--- src/rtl/uart_pkg.sv ---
// Shared UART definitions: frame state encoding, parity modes and the parity helper.
// Used by the configurable transmitter and intended for reuse by the matching receiver.
package uart_pkg;

    localparam logic [2:0] S_IDLE   = 3'd0;
    localparam logic [2:0] S_START  = 3'd1;
    localparam logic [2:0] S_DATA   = 3'd2;
    localparam logic [2:0] S_PARITY = 3'd3;
    localparam logic [2:0] S_STOP   = 3'd4;

    typedef enum logic [2:0] {
        ST_IDLE   = S_IDLE,
        ST_START  = S_START,
        ST_DATA   = S_DATA,
        ST_PARITY = S_PARITY,
        ST_STOP   = S_STOP
    } uart_state_e;

    localparam int unsigned PAR_NONE = 32'd0;
    localparam int unsigned PAR_ODD  = 32'd1;
    localparam int unsigned PAR_EVEN = 32'd2;

    localparam int unsigned MAX_DATA_BITS = 32'd9;

    // Zero-extended upper bits do not change the XOR, so any legal width can share this.
    function automatic logic calc_parity(input logic [MAX_DATA_BITS-1:0] data,
                                         input int unsigned mode);
        logic ones_odd;
        ones_odd = ^data;
        case (mode)
            PAR_ODD:  calc_parity = ~ones_odd;
            PAR_EVEN: calc_parity = ones_odd;
            default:  calc_parity = 1'b0;
        endcase
    endfunction

endpackage

--- src/rtl/uart_bit_timer.sv ---
// Bit-period divider: counts system clocks while enabled and pulses bit_done on the
// last clock of each bit period. restart clears the count so a new frame starts aligned.
module uart_bit_timer
    import uart_pkg::*;
#(
    parameter int unsigned CLK_DIV = 32'd868
) (
    input  logic sys_clk,
    input  logic rst_n,
    input  logic restart,
    input  logic enable,
    output logic bit_done
);

    localparam int unsigned      CNT_W    = (CLK_DIV > 32'd1) ? $clog2(CLK_DIV) : 32'd1;
    localparam logic [CNT_W-1:0] CNT_LAST = CNT_W'(CLK_DIV - 32'd1);

    logic [CNT_W-1:0] cnt_q;
    logic [CNT_W-1:0] cnt_d;

    assign bit_done = enable && (cnt_q == CNT_LAST);

    // Next divider value: clear on restart or bit boundary, otherwise count while enabled.
    always_comb begin
        cnt_d = cnt_q;
        if (restart) begin
            cnt_d = '0;
        end else if (bit_done) begin
            cnt_d = '0;
        end else if (enable) begin
            cnt_d = cnt_q + CNT_W'(32'd1);
        end else begin
            cnt_d = cnt_q;
        end
    end

    // Divider register with synchronous active-low reset.
    always_ff @(posedge sys_clk) begin
        if (!rst_n) begin
            cnt_q <= '0;
        end else begin
            cnt_q <= cnt_d;
        end
    end

endmodule

--- src/rtl/uart_tx_cfg.sv ---
// Configurable UART transmitter: start bit, 5..9 data bits LSB first, optional parity,
// one or two stop bits, with an internal divider so no separate baud clock is needed.
module uart_tx_cfg
    import uart_pkg::*;
#(
    parameter int unsigned CLK_DIV   = 32'd868,
    parameter int unsigned DATA_BITS = 32'd8,
    parameter int unsigned PARITY    = 32'd0,
    parameter int unsigned STOP_BITS = 32'd1
) (
    input  logic                 sys_clk,
    input  logic                 rst_n,
    input  logic                 tx_valid,
    output logic                 tx_ready,
    input  logic [DATA_BITS-1:0] tx_data,
    output logic                 tx_out,
    output logic                 busy
);

    localparam int unsigned      IDX_W         = $clog2(DATA_BITS + 32'd1);
    localparam logic [IDX_W-1:0] IDX_LAST_DATA = IDX_W'(DATA_BITS - 32'd1);
    localparam logic [IDX_W-1:0] IDX_LAST_STOP = IDX_W'(STOP_BITS - 32'd1);

    if (CLK_DIV < 32'd2) begin : g_bad_clk_div
        $error("uart_tx_cfg: CLK_DIV must be at least 2");
    end
    if ((DATA_BITS < 32'd5) || (DATA_BITS > MAX_DATA_BITS)) begin : g_bad_data_bits
        $error("uart_tx_cfg: DATA_BITS must be in 5..9");
    end
    if (PARITY > PAR_EVEN) begin : g_bad_parity
        $error("uart_tx_cfg: PARITY must be 0 (none), 1 (odd) or 2 (even)");
    end
    if ((STOP_BITS != 32'd1) && (STOP_BITS != 32'd2)) begin : g_bad_stop_bits
        $error("uart_tx_cfg: STOP_BITS must be 1 or 2");
    end

    uart_state_e            state_q;
    uart_state_e            state_d;
    logic [DATA_BITS-1:0]   shift_q;
    logic [DATA_BITS-1:0]   shift_d;
    logic [IDX_W-1:0]       bit_idx_q;
    logic [IDX_W-1:0]       bit_idx_d;
    logic                   par_q;
    logic                   par_d;
    logic                   tx_out_q;
    logic                   tx_out_d;
    logic                   busy_q;
    logic                   busy_d;

    logic                   bit_done_s;
    logic                   timer_en_s;
    logic                   last_stop_s;
    logic                   accept_s;
    logic [MAX_DATA_BITS-1:0] data_ext_s;

    assign timer_en_s  = (state_q != ST_IDLE);
    assign last_stop_s = (state_q == ST_STOP) && bit_done_s && (bit_idx_q == IDX_LAST_STOP);
    assign tx_ready    = (state_q == ST_IDLE) || last_stop_s;
    assign accept_s    = tx_valid && tx_ready;
    assign data_ext_s  = MAX_DATA_BITS'(tx_data);

    assign tx_out = tx_out_q;
    assign busy   = busy_q;

    uart_bit_timer #(
        .CLK_DIV (CLK_DIV)
    ) u_bit_timer (
        .sys_clk  (sys_clk),
        .rst_n    (rst_n),
        .restart  (accept_s),
        .enable   (timer_en_s),
        .bit_done (bit_done_s)
    );

    // Frame sequencing: next state, shift register, bit/stop index and next line level.
    always_comb begin
        state_d   = state_q;
        shift_d   = shift_q;
        bit_idx_d = bit_idx_q;
        par_d     = par_q;
        tx_out_d  = tx_out_q;
        busy_d    = busy_q;
        case (state_q)
            ST_IDLE: begin
                if (accept_s) begin
                    state_d   = ST_START;
                    shift_d   = tx_data;
                    par_d     = calc_parity(data_ext_s, PARITY);
                    bit_idx_d = '0;
                    tx_out_d  = 1'b0;
                    busy_d    = 1'b1;
                end else begin
                    tx_out_d  = 1'b1;
                    busy_d    = 1'b0;
                end
            end
            ST_START: begin
                if (bit_done_s) begin
                    state_d   = ST_DATA;
                    bit_idx_d = '0;
                    tx_out_d  = shift_q[0];
                end else begin
                    state_d   = ST_START;
                end
            end
            ST_DATA: begin
                if (bit_done_s) begin
                    if (bit_idx_q == IDX_LAST_DATA) begin
                        bit_idx_d = '0;
                        if (PARITY != PAR_NONE) begin
                            state_d  = ST_PARITY;
                            tx_out_d = par_q;
                        end else begin
                            state_d  = ST_STOP;
                            tx_out_d = 1'b1;
                        end
                    end else begin
                        shift_d   = shift_q >> 1;
                        bit_idx_d = bit_idx_q + IDX_W'(32'd1);
                        tx_out_d  = shift_q[1];
                    end
                end else begin
                    state_d = ST_DATA;
                end
            end
            ST_PARITY: begin
                if (bit_done_s) begin
                    state_d   = ST_STOP;
                    bit_idx_d = '0;
                    tx_out_d  = 1'b1;
                end else begin
                    state_d   = ST_PARITY;
                end
            end
            ST_STOP: begin
                // A word accepted in the final stop cycle starts the next frame with no gap.
                if (accept_s) begin
                    state_d   = ST_START;
                    shift_d   = tx_data;
                    par_d     = calc_parity(data_ext_s, PARITY);
                    bit_idx_d = '0;
                    tx_out_d  = 1'b0;
                    busy_d    = 1'b1;
                end else if (last_stop_s) begin
                    state_d   = ST_IDLE;
                    bit_idx_d = '0;
                    tx_out_d  = 1'b1;
                    busy_d    = 1'b0;
                end else if (bit_done_s) begin
                    bit_idx_d = bit_idx_q + IDX_W'(32'd1);
                end else begin
                    state_d   = ST_STOP;
                end
            end
            default: begin
                state_d   = ST_IDLE;
                bit_idx_d = '0;
                tx_out_d  = 1'b1;
                busy_d    = 1'b0;
            end
        endcase
    end

    // State and output registers; reset aborts any frame and returns the line high.
    always_ff @(posedge sys_clk) begin
        if (!rst_n) begin
            state_q   <= ST_IDLE;
            shift_q   <= '0;
            bit_idx_q <= '0;
            par_q     <= 1'b0;
            tx_out_q  <= 1'b1;
            busy_q    <= 1'b0;
        end else begin
            state_q   <= state_d;
            shift_q   <= shift_d;
            bit_idx_q <= bit_idx_d;
            par_q     <= par_d;
            tx_out_q  <= tx_out_d;
            busy_q    <= busy_d;
        end
    end

endmodule

--- config.mk ---
export PLATFORM = sky130hd
export DESIGN_NAME = uart_tx_cfg
export DESIGN_NICKNAME = d
export VERILOG_FILES = /design/src/rtl/uart_pkg.sv /design/src/rtl/uart_bit_timer.sv /design/src/rtl/uart_tx_cfg.sv
export SDC_FILE = /design/constraint.sdc
export NUM_CORES = 1
export LEC_CHECK = 0
export BUFFER_PORTS_ARGS = -buffer_cell sky130_fd_sc_hd__buf_2
export CAP_MARGIN = 0
export CELL_PAD_IN_SITES_DETAIL_PLACEMENT = 0
export CELL_PAD_IN_SITES_GLOBAL_PLACEMENT = 2
export CORE_MARGIN = 2
export CORE_UTILIZATION = 35
export CTS_BUF_LIST = sky130_fd_sc_hd__clkbuf_4 sky130_fd_sc_hd__clkbuf_8 sky130_fd_sc_hd__clkbuf_16
export DETAILED_ROUTE_END_ITERATION = 7
export PLACE_DENSITY = 0.86
export SKIP_LAST_GASP = 1
export SLEW_MARGIN = 20
export SYNTH_ARGS = -nofsm -noshare
export SYNTH_HDL_FRONTEND = slang
export SYNTH_SLANG_ARGS = --single-unit
--- constraint.sdc ---
create_clock -name sys_clk -period 2.9 [get_ports sys_clk]
set_input_delay 0.58 -clock sys_clk [delete_from_list [all_inputs] [get_ports sys_clk]]
set_output_delay 0.58 -clock sys_clk [all_outputs]
set_load 0.1 [all_outputs]
* After elaboration in Yosys (flattened, before gate mapping)
Cells that the tools add are included.
Storage, ports and cells: logic and storage cells 78, flip-flop bits (word level) 27, input bits 11
Cells by class: equality and inequality tests 17, reduce and logical (&&, ||, !) cells 18, multiplexer cells 33, add/subtract/negate cells 2, bitwise gates (word level) 2
Operator list (count):
- 4-bit 2-to-1 mux | 7
- 8-bit 2-to-1 mux | 3
- 3-bit 2-to-1 mux | 7
- 4-bit one-hot mux with 4 select lines | 1
- 8-bit one-hot mux with 2 select lines | 1
- 3-bit one-hot mux with 5 select lines | 1
- 4-bit AND reduction | 3
- 10-bit by 1-bit adder with 10-bit output, second input constant | 1
- 10-bit equality test, second input constant | 1
- 1-bit 2-to-1 mux | 10
- 2-bit != test, second input constant | 5
- 4-bit != test, second input constant | 2
- 3-bit by 2-bit equality test with 1-bit output, second input constant | 2
- 3-bit != test, second input constant | 2
- 3-bit OR reduction | 2
- 1-bit one-hot mux with 5 select lines | 1
- 4-bit by 1-bit adder with 4-bit output, second input constant | 1
- 4-bit by 3-bit equality test with 1-bit output, second input constant | 1
- 1-bit logical AND | 4
- 4-bit zero test | 1
- 2-bit by 1-bit != test with 1-bit output, second input constant | 2
- 2-bit OR reduction | 2
- 3-bit by 1-bit equality test with 1-bit output, second input constant | 1
- 3-bit equality test, second input constant | 1
- other kinds (9) | 10

* Longest topological paths before layout
Gate-level depths: netlist of run 1.
depth after elaboration 8, gate-level depth with buffers 8, depth with buffers taken out 7

* Cells and area by module
From an unflattened synthesis of run 1, not the netlist that was laid out.
Second synthesis, totals: cell total of the unflattened synthesis 162, area total of the unflattened synthesis 1522.7 µm²
Modules (own cells, without submodules):
- uart_tx_cfg | cells each 111, area an instance 1028.5 µm², times used 1
- uart_bit_timer | cells each 51, area an instance 494.2 µm², times used 1

* Worst setup path after synthesis of run 1
Ideal clock, no wire load.
kind register to output, start point register bit_idx_q[0], end point output tx_ready, arrival time 2.086 ns, cell stages (with the launch flop) 6, setup slack 0.234 ns, required time 2.320 ns, path buffers 0, path through dfxtp_1 > inv_1 > ha_1 > or3b_2 > nor4_4 > o21a_1
Between the ends: longest elaborated chain between the ends 3
Ends and longest elaborated chain:
- start, declared | line uart_tx_cfg.sv:41 | logic [IDX_W-1:0] bit_idx_q;
- start signal, assigned | line uart_tx_cfg.sv:176 | bit_idx_q <= bit_idx_d;
- 4-bit zero test | line uart_tx_cfg.sv:57 | assign last_stop_s = (state_q == ST_STOP) && bit_done_s && (bit_idx_q == IDX_LAST_STOP);
- 1-bit logical AND | line uart_tx_cfg.sv:57
- 1-bit logical OR | line uart_tx_cfg.sv:58 | assign tx_ready = (state_q == ST_IDLE) || last_stop_s;
- end, declared | line uart_tx_cfg.sv:14 | output logic tx_ready,
No other way between the ends.

* Worst setup path in the final report of run 1
Ends and elaborated chain as after synthesis.

==> flow_metrics.env, run 1 <==
export IMPL_yosysUniqueCellTypes=47
export IMPL_cts_htree_levels=1
export IMPL_synth_net_count=194
export IMPL_syn_to_final_growth_pct=10.3
export IMPL_outcome="complete, no violations"
export IMPL_insertion_delay_ns=0.27
export IMPL_cts_root_buf="clkbuf_8"
export IMPL_rows=24
export IMPL_cts_tree="yes"
export IMPL_async_flop_share=0
export IMPL_tns_ns=0
export IMPL_core_sq_um=4290
export IMPL_min_period_ns=2.74
export IMPL_clock_skew_final_ns=0.00221
export IMPL_gr_total_overflow=0
export IMPL_hpwl_um=2350
export IMPL_cellPowerDensity_nw_per_um2=421
export IMPL_synthCells=180
export IMPL_path_cells="inv_1 -> ha_1 -> or3b_2 -> nor4_4 -> o21a_1 -> buf_2"
export IMPL_critical_path_depth=6
export IMPL_io_pins=14
export IMPL_finalHoldViolCount=0
export IMPL_dr_pass1_iters=4
export IMPL_route_final_wire_length_um=3150
export IMPL_antenna_found_initial=0
export IMPL_rsz0062_at_grt="false"
export IMPL_gp_congestion=0.775
export IMPL_syn_area_per_cell_sq_um=8.61
export IMPL_cts_sinks=27
export IMPL_endpoint_kind="output port"
export IMPL_cts_setup_buffers=0
export IMPL_synth_seq_area_share=0.349
export IMPL_crit_slowest_cell="or3b_2"
export IMPL_synth_top_area_share=0.349
export IMPL_hold_path_class="reg2reg"
export IMPL_critical_path_class="reg2out"
export IMPL_insertedDiodeCount=0
export IMPL_routed_via_density=5.22
export IMPL_drtIter0Drc=65
export IMPL_crit_fanout=4
export IMPL_first_global_vias=1207
export IMPL_worst_path_largest_cell_delay_ns=0.49
export IMPL_fmax_mhz=365
export IMPL_gr_usage_all_layers=0.132
export IMPL_clk_pin_slew_ns=0.09
export IMPL_met3_usage=0.0245
export IMPL_vias=1264
export IMPL_worst_path_buf_inv=2
export IMPL_top_usage_layer="met2"
export IMPL_setup_slack_ns=0.162
export IMPL_post_synth_top_count_cell="dfxtp_1"
export IMPL_clk_path_buf_depth=2
export IMPL_setup_viol=0
export IMPL_die_w_um=70.5
export IMPL_grtUsageMet2=0.233
export IMPL_synth_flop_cell="dfxtp_1"
export IMPL_cap_violations=0
export IMPL_r2r_cells=8
export IMPL_start_kind="register"
export IMPL_cp_required_ns=2.32
export IMPL_wl_per_cell_um=13.0
export IMPL_drc=0
export IMPL_use_met1=0.165
export IMPL_fin_nets=205
export IMPL_cts_buffers=3
export IMPL_pre_cts_slack_ns=0.453
export IMPL_ir_drop_mv=0.205
export IMPL_leakagePower_nw=0.651
export IMPL_syn_cell_area_sq_um=1550
export IMPL_ant_nets=0
export IMPL_synth_seq_cells=27
export IMPL_crit_family="simple AND/OR/NAND/NOR gates"
export IMPL_relSlewSlack=0.614
export IMPL_yosys_warnings=0
export IMPL_hold_ws_ns=0.465
export IMPL_synth_largest_area_cell="dfxtp_1"
export IMPL_fillCellCount=449
export IMPL_numPortBuffers=13
export IMPL_initial_utilization=0.361
export IMPL_synth_edf_count=0
export IMPL_period_share=0.944
export IMPL_grt_pass1_wl_um=5380
export IMPL_drv_slew=0
export IMPL_instances_no_fill=242
export IMPL_placed_cells=238
export IMPL_die_height_um=70.5
export IMPL_drive_above_1_share=0.189
export IMPL_die_area_sq_um=4970
export IMPL_cts_hold_buf=0
export IMPL_cts_resized=0
export IMPL_ys_top_cells_by_area="dfxtp_1 35%, mux2i_1 5.8%, nand2_1 5.8%, mux2_2 5.1%, nor2_1 4.4%"
export IMPL_p_total_mw=0.719
export IMPL_worstPathArrival_ns=2.16
export IMPL_grt_max_degree=29
export IMPL_worst_pin_slew_ns=0.574
export IMPL_hold_depth=2
export IMPL_synthTopCellsByCount="27 x dfxtp_1, 24 x nand2_1, 18 x nor2_1"
## state kept, by name (all words and copies together), names as in the netlist
register           flops
bit_idx_q              4
busy                   1
shift_q                8
state_q                3
tx_out                 1
u_bit_timer.cnt_q     10
## report_power, final
group	total, mW	internal, mW	switching (mW)
combinational	0.104	0.0389	0.0655
sequential	0.393	0.382	0.0102
clock	0.222	0.108	0.115
total	0.719	0.529	0.190
## logic make-up after synthesis
family	share of synthesized area
AO/OA/AOI/OAI	0.147
adder cells (fa/ha/maj)	0.0242
multiplexers	0.109
AND/OR/NAND/NOR	0.275
flip-flops	0.349
buffers and inverters	0.0444
XOR/XNOR	0.0509
## cell type report
cell class	instances	area [sq um]	share of cell area
clock buffers	4	48.8	0.0286
well taps	52	65.1	0.0381
inverters	7	26.3	0.0154
flip-flops and latches	27	541	0.316
repair buffers	16	87.6	0.0513
multi-input cells	136	940	0.550
## cells in the final DEF (no fill, tap or decap), types with 3 or more instances in the layout
master / instances
a31oi_1: 3
mux2i_1: 9
nand2_1: 24
o21ai_0: 7
nor3_1: 3
a21oi_1: 4
nand2b_1: 3
dfxtp_1: 27
ha_1: 3
buf_4: 3
xor2_1: 6
inv_1: 7
mux2_2: 7
nand4_1: 3
xnor2_1: 3
nand3_1: 10
buf_2: 13
clkbuf_8: 3
nor2_1: 18
## worst paths after layout
path | from | endpoint | slack [ns]
setup reg to reg | bit_idx_q[0] | u_bit_timer.cnt_q[3] | 0.71
setup / recovery | bit_idx_q[0] | tx_ready | 0.16
hold / removal | shift_q[0] | shift_q[0] | 0.47
hold reg to reg | shift_q[0] | shift_q[0] | 0.47
## metrics by stage
| stage | utilization | area [sq um] |
|---|---|---|
| final | 0.398 | 1710 |
| after global routing | 0.398 | 1710 |
| after CTS | 0.398 | 1710 |
| after detailed placement | 0.386 | 1660 |
| after global placement | 0.386 | 1660 |
| after floorplan | - | 1550 |
## tightest hold or removal path, cell delays in order, from the launching register on
cell     delay, ns
dfxtp_1       0.32
nand2_1       0.05
mux2i_1       0.06
## layer usage
metal / part of all wire / wire length [um]
met3: 0.024 / 74
met2: 0.49 / 1560
met5: 0 / 0
met1: 0.47 / 1480
met4: 0.011 / 34
Power figures use the tool's default switching activity.
==> run 2: changes to the inputs <==
--- a/config.mk
+++ b/config.mk
@@ -5,15 +5,16 @@
 export SDC_FILE = /design/constraint.sdc
 export NUM_CORES = 1
 export LEC_CHECK = 0
+export ABC_AREA = 1
 export BUFFER_PORTS_ARGS = -buffer_cell sky130_fd_sc_hd__buf_2
 export CAP_MARGIN = 0
 export CELL_PAD_IN_SITES_DETAIL_PLACEMENT = 0
 export CELL_PAD_IN_SITES_GLOBAL_PLACEMENT = 2
 export CORE_MARGIN = 2
-export CORE_UTILIZATION = 35
+export CORE_UTILIZATION = 33
 export CTS_BUF_LIST = sky130_fd_sc_hd__clkbuf_4 sky130_fd_sc_hd__clkbuf_8 sky130_fd_sc_hd__clkbuf_16
 export DETAILED_ROUTE_END_ITERATION = 7
-export PLACE_DENSITY = 0.86
+export PLACE_DENSITY = 0.87
 export SKIP_LAST_GASP = 1
 export SLEW_MARGIN = 20
 export SYNTH_ARGS = -nofsm -noshare
==> flow_metrics.env, run 2 <==
export IMPL_endpoint_kind="output port"
export IMPL_reg_top3="u_bit_timer.cnt_q: 10 flops, shift_q: 8 flops, bit_idx_q: 4 flops"
export IMPL_drv_slew=0
export IMPL_synth_seq_area_share=0.345
export IMPL_drc=0
export IMPL_synth_flop_cell="dfxtp_1"
export IMPL_core_sq_um=4660
export IMPL_gp_congestion=0.806
export IMPL_die_area_sq_um=5310
export IMPL_dr_pass1_iters=4
export IMPL_syn_to_final_growth_pct=10.2
export IMPL_gr_usage_all_layers=0.141
export IMPL_rsz0062_at_grt="false"
export IMPL_syn_area_per_cell_sq_um=6.93
export IMPL_cts_tree="yes"
export IMPL_grt_max_degree=18
export IMPL_post_synth_top_count_cell="nand2_1"
export IMPL_grt_pass1_wl_um=5890
export IMPL_routed_via_density=4.59
export IMPL_async_flop_share=0
export IMPL_fin_area_sq_um=1730
export IMPL_leakagePower_nw=0.768
export IMPL_ir_drop_mv=0.333
export IMPL_cts_buffers=3
export IMPL_antenna_found_initial=0
export IMPL_cts_setup_buffers=0
export IMPL_synth_largest_area_cell="dfxtp_1"
export IMPL_largest_reg_flops=10
export IMPL_critical_path_startpoint="bit_idx_q[0]"
export IMPL_setup_viol=0
export IMPL_drive_above_1_share=0.174
export IMPL_fillCellCount=516
export IMPL_ant_nets=0
export IMPL_top_register="u_bit_timer.cnt_q"
export IMPL_setup_slack_ns=0.480
export IMPL_start_kind="register"
export IMPL_fmax_mhz=413
export IMPL_hpwl_um=2350
export IMPL_cts_resized=0
export IMPL_min_period_ns=2.42
export IMPL_instances_no_fill=295
export IMPL_wl_per_cell_um=10.5
export IMPL_worst_r2r_startpoint="u_bit_timer.cnt_q[0]"
export IMPL_cts_root_buf="clkbuf_8"
export IMPL_gr_total_overflow=0
export IMPL_fin_nets=256
export IMPL_pre_cts_slack_ns=0.808
export IMPL_hold_path_class="reg2reg"
export IMPL_finalHoldViolCount=0
export IMPL_mostFrequentLayoutCell="nand2_1"
export IMPL_critical_path_class="reg2out"
export IMPL_cts_sinks=27
export IMPL_rr_endpoint="bit_idx_q[2]"
export IMPL_dpl_instance_area_sq_um=1680
export IMPL_placed_cells=291
export IMPL_cellPowerDensity_nw_per_um2=542
export IMPL_clock_skew_final_ns=0.00455
export IMPL_synth_edf_count=0
export IMPL_drtIter0Drc=46
export IMPL_cts_hold_buf=0
export IMPL_numPortBuffers=13
export IMPL_yosysUniqueCellTypes=30
export IMPL_worstPathArrival_ns=1.84
export IMPL_synth_seq_cells=27
export IMPL_io_pins=14
export IMPL_die_w_um=72.9
export IMPL_first_global_vias=1337
export IMPL_die_height_um=72.9
export IMPL_final_cell_mix="59 x nand2_1, 36 x nor2_1, 27 x dfxtp_1, 24 x inv_1, 13 x buf_2"
export IMPL_ff2ff_setup_slack_ns=1.24
export IMPL_yosys_warnings=0
export IMPL_insertedDiodeCount=0
export IMPL_insertion_delay_ns=0.28
export IMPL_syn_cell_area_sq_um=1570
export IMPL_cp_required_ns=2.32
export IMPL_relSlewSlack=0.681
export IMPL_vias=1354
export IMPL_outcome="complete, no violations"
export IMPL_synth_net_count=240
export IMPL_clk_path_buf_depth=2
export IMPL_synth_top_area_share=0.345
export IMPL_tns_ns=0
export IMPL_worst_pin_slew_ns=0.482
export IMPL_route_final_wire_length_um=3110
export IMPL_period_share=0.834
export IMPL_synthCells=226
export IMPL_crit_fanout=3
export IMPL_cap_violations=0
export IMPL_initial_utilization=0.336
export IMPL_cts_htree_levels=1
export IMPL_clk_pin_slew_ns=0.10
export IMPL_hold_ws_ns=0.465
export IMPL_rows=25
export IMPL_ys_top_cells_by_area="dfxtp_1 35%, nand2_1 14%, nor2_1 8.6%, inv_1 5.8%, mux2i_1 3.8%"
export IMPL_r2r_cells=8
export IMPL_synthTopCellsByCount="59 x nand2_1, 36 x nor2_1, 27 x dfxtp_1"
export IMPL_endpoint="tx_ready"
run 2: changes by cell type in the layout (fill, tap and decap cells not counted), moves of 4 or more:
cell	delta
nand2_1	+35
nor2_1	+18
inv_1	+17
a21oi_1	+7
mux2_2	-7
nor3_1	+5
inv_2	+4
nand3_2	+4
nor2_2	+4
run 2: layout make-up:
type | count | area [sq um] | share of cell area
inverters | 28 | 105 | 0.0609
multi-input cells | 168 | 890 | 0.516
repair buffers | 14 | 72.6 | 0.0421
flip-flops and latches | 27 | 541 | 0.313
clock buffers | 3 | 41.3 | 0.0239
clock inverters | 1 | 8.76 | 0.00508
well taps | 54 | 67.6 | 0.0392
run 2: how the worst min path moves through the flow:
stage | start | to | cells past startpoint | slack, ns
floorplan | shift_q[1] | shift_q[1] | 2 | 0.45
global placement | tx_out | tx_out | 2 | 0.45
detailed placement | tx_out | tx_out | 2 | 0.45
CTS | busy | busy | 2 | 0.47
global route | busy | busy | 2 | 0.50
finish | busy | busy | 2 | 0.46
run 2: metrics by stage:
step                      total power [mW]   util
after global routing                  1.01  0.370
after detailed placement             0.710  0.359
after floorplan                      0.664      -
after global placement               0.713  0.359
after CTS                            0.957  0.370
final                                0.936  0.370
run 2: logic make-up (layout without fill, tap and decap cells):
kind of cell | count (synthesis) | count (layout) | share of synthesized area
AND/OR/NAND/NOR | 133 | 133 | 0.402
buffers and inverters | 31 | 46 | 0.0863
flip-flops | 27 | 27 | 0.345
AO/OA/AOI/OAI | 20 | 20 | 0.0703
XOR/XNOR | 6 | 6 | 0.0336
multiplexers | 6 | 6 | 0.0384
adder cells (fa/ha/maj) | 3 | 3 | 0.0240
run 2: where the power goes:
group | internal [mW] | switching, mW | leakage [nW] | total (mW)
clock | 0.101 | 0.135 | 0.0261 | 0.236
sequential | 0.404 | 0.0229 | 0.221 | 0.427
combinational | 0.0862 | 0.186 | 0.521 | 0.273
run 2: critical path, cell delays in order, from the launching register on:
cell and delay (ns):
dfxtp_1 0.34, inv_1 0.09, ha_1 0.14, nor3b_2 0.28
nand4_2 0.16, nand2_2 0.11, buf_2 0.43
run 2: routing by layer:
layer  part of all wire  vias to the layer above  global-route usage
met5                  0                        -                   0
met3              0.047                        5              0.0345
met4              0.012                        0              0.0309
met1               0.51                      583               0.192
met2               0.43                       21               0.225
li1                   -                      745                   -
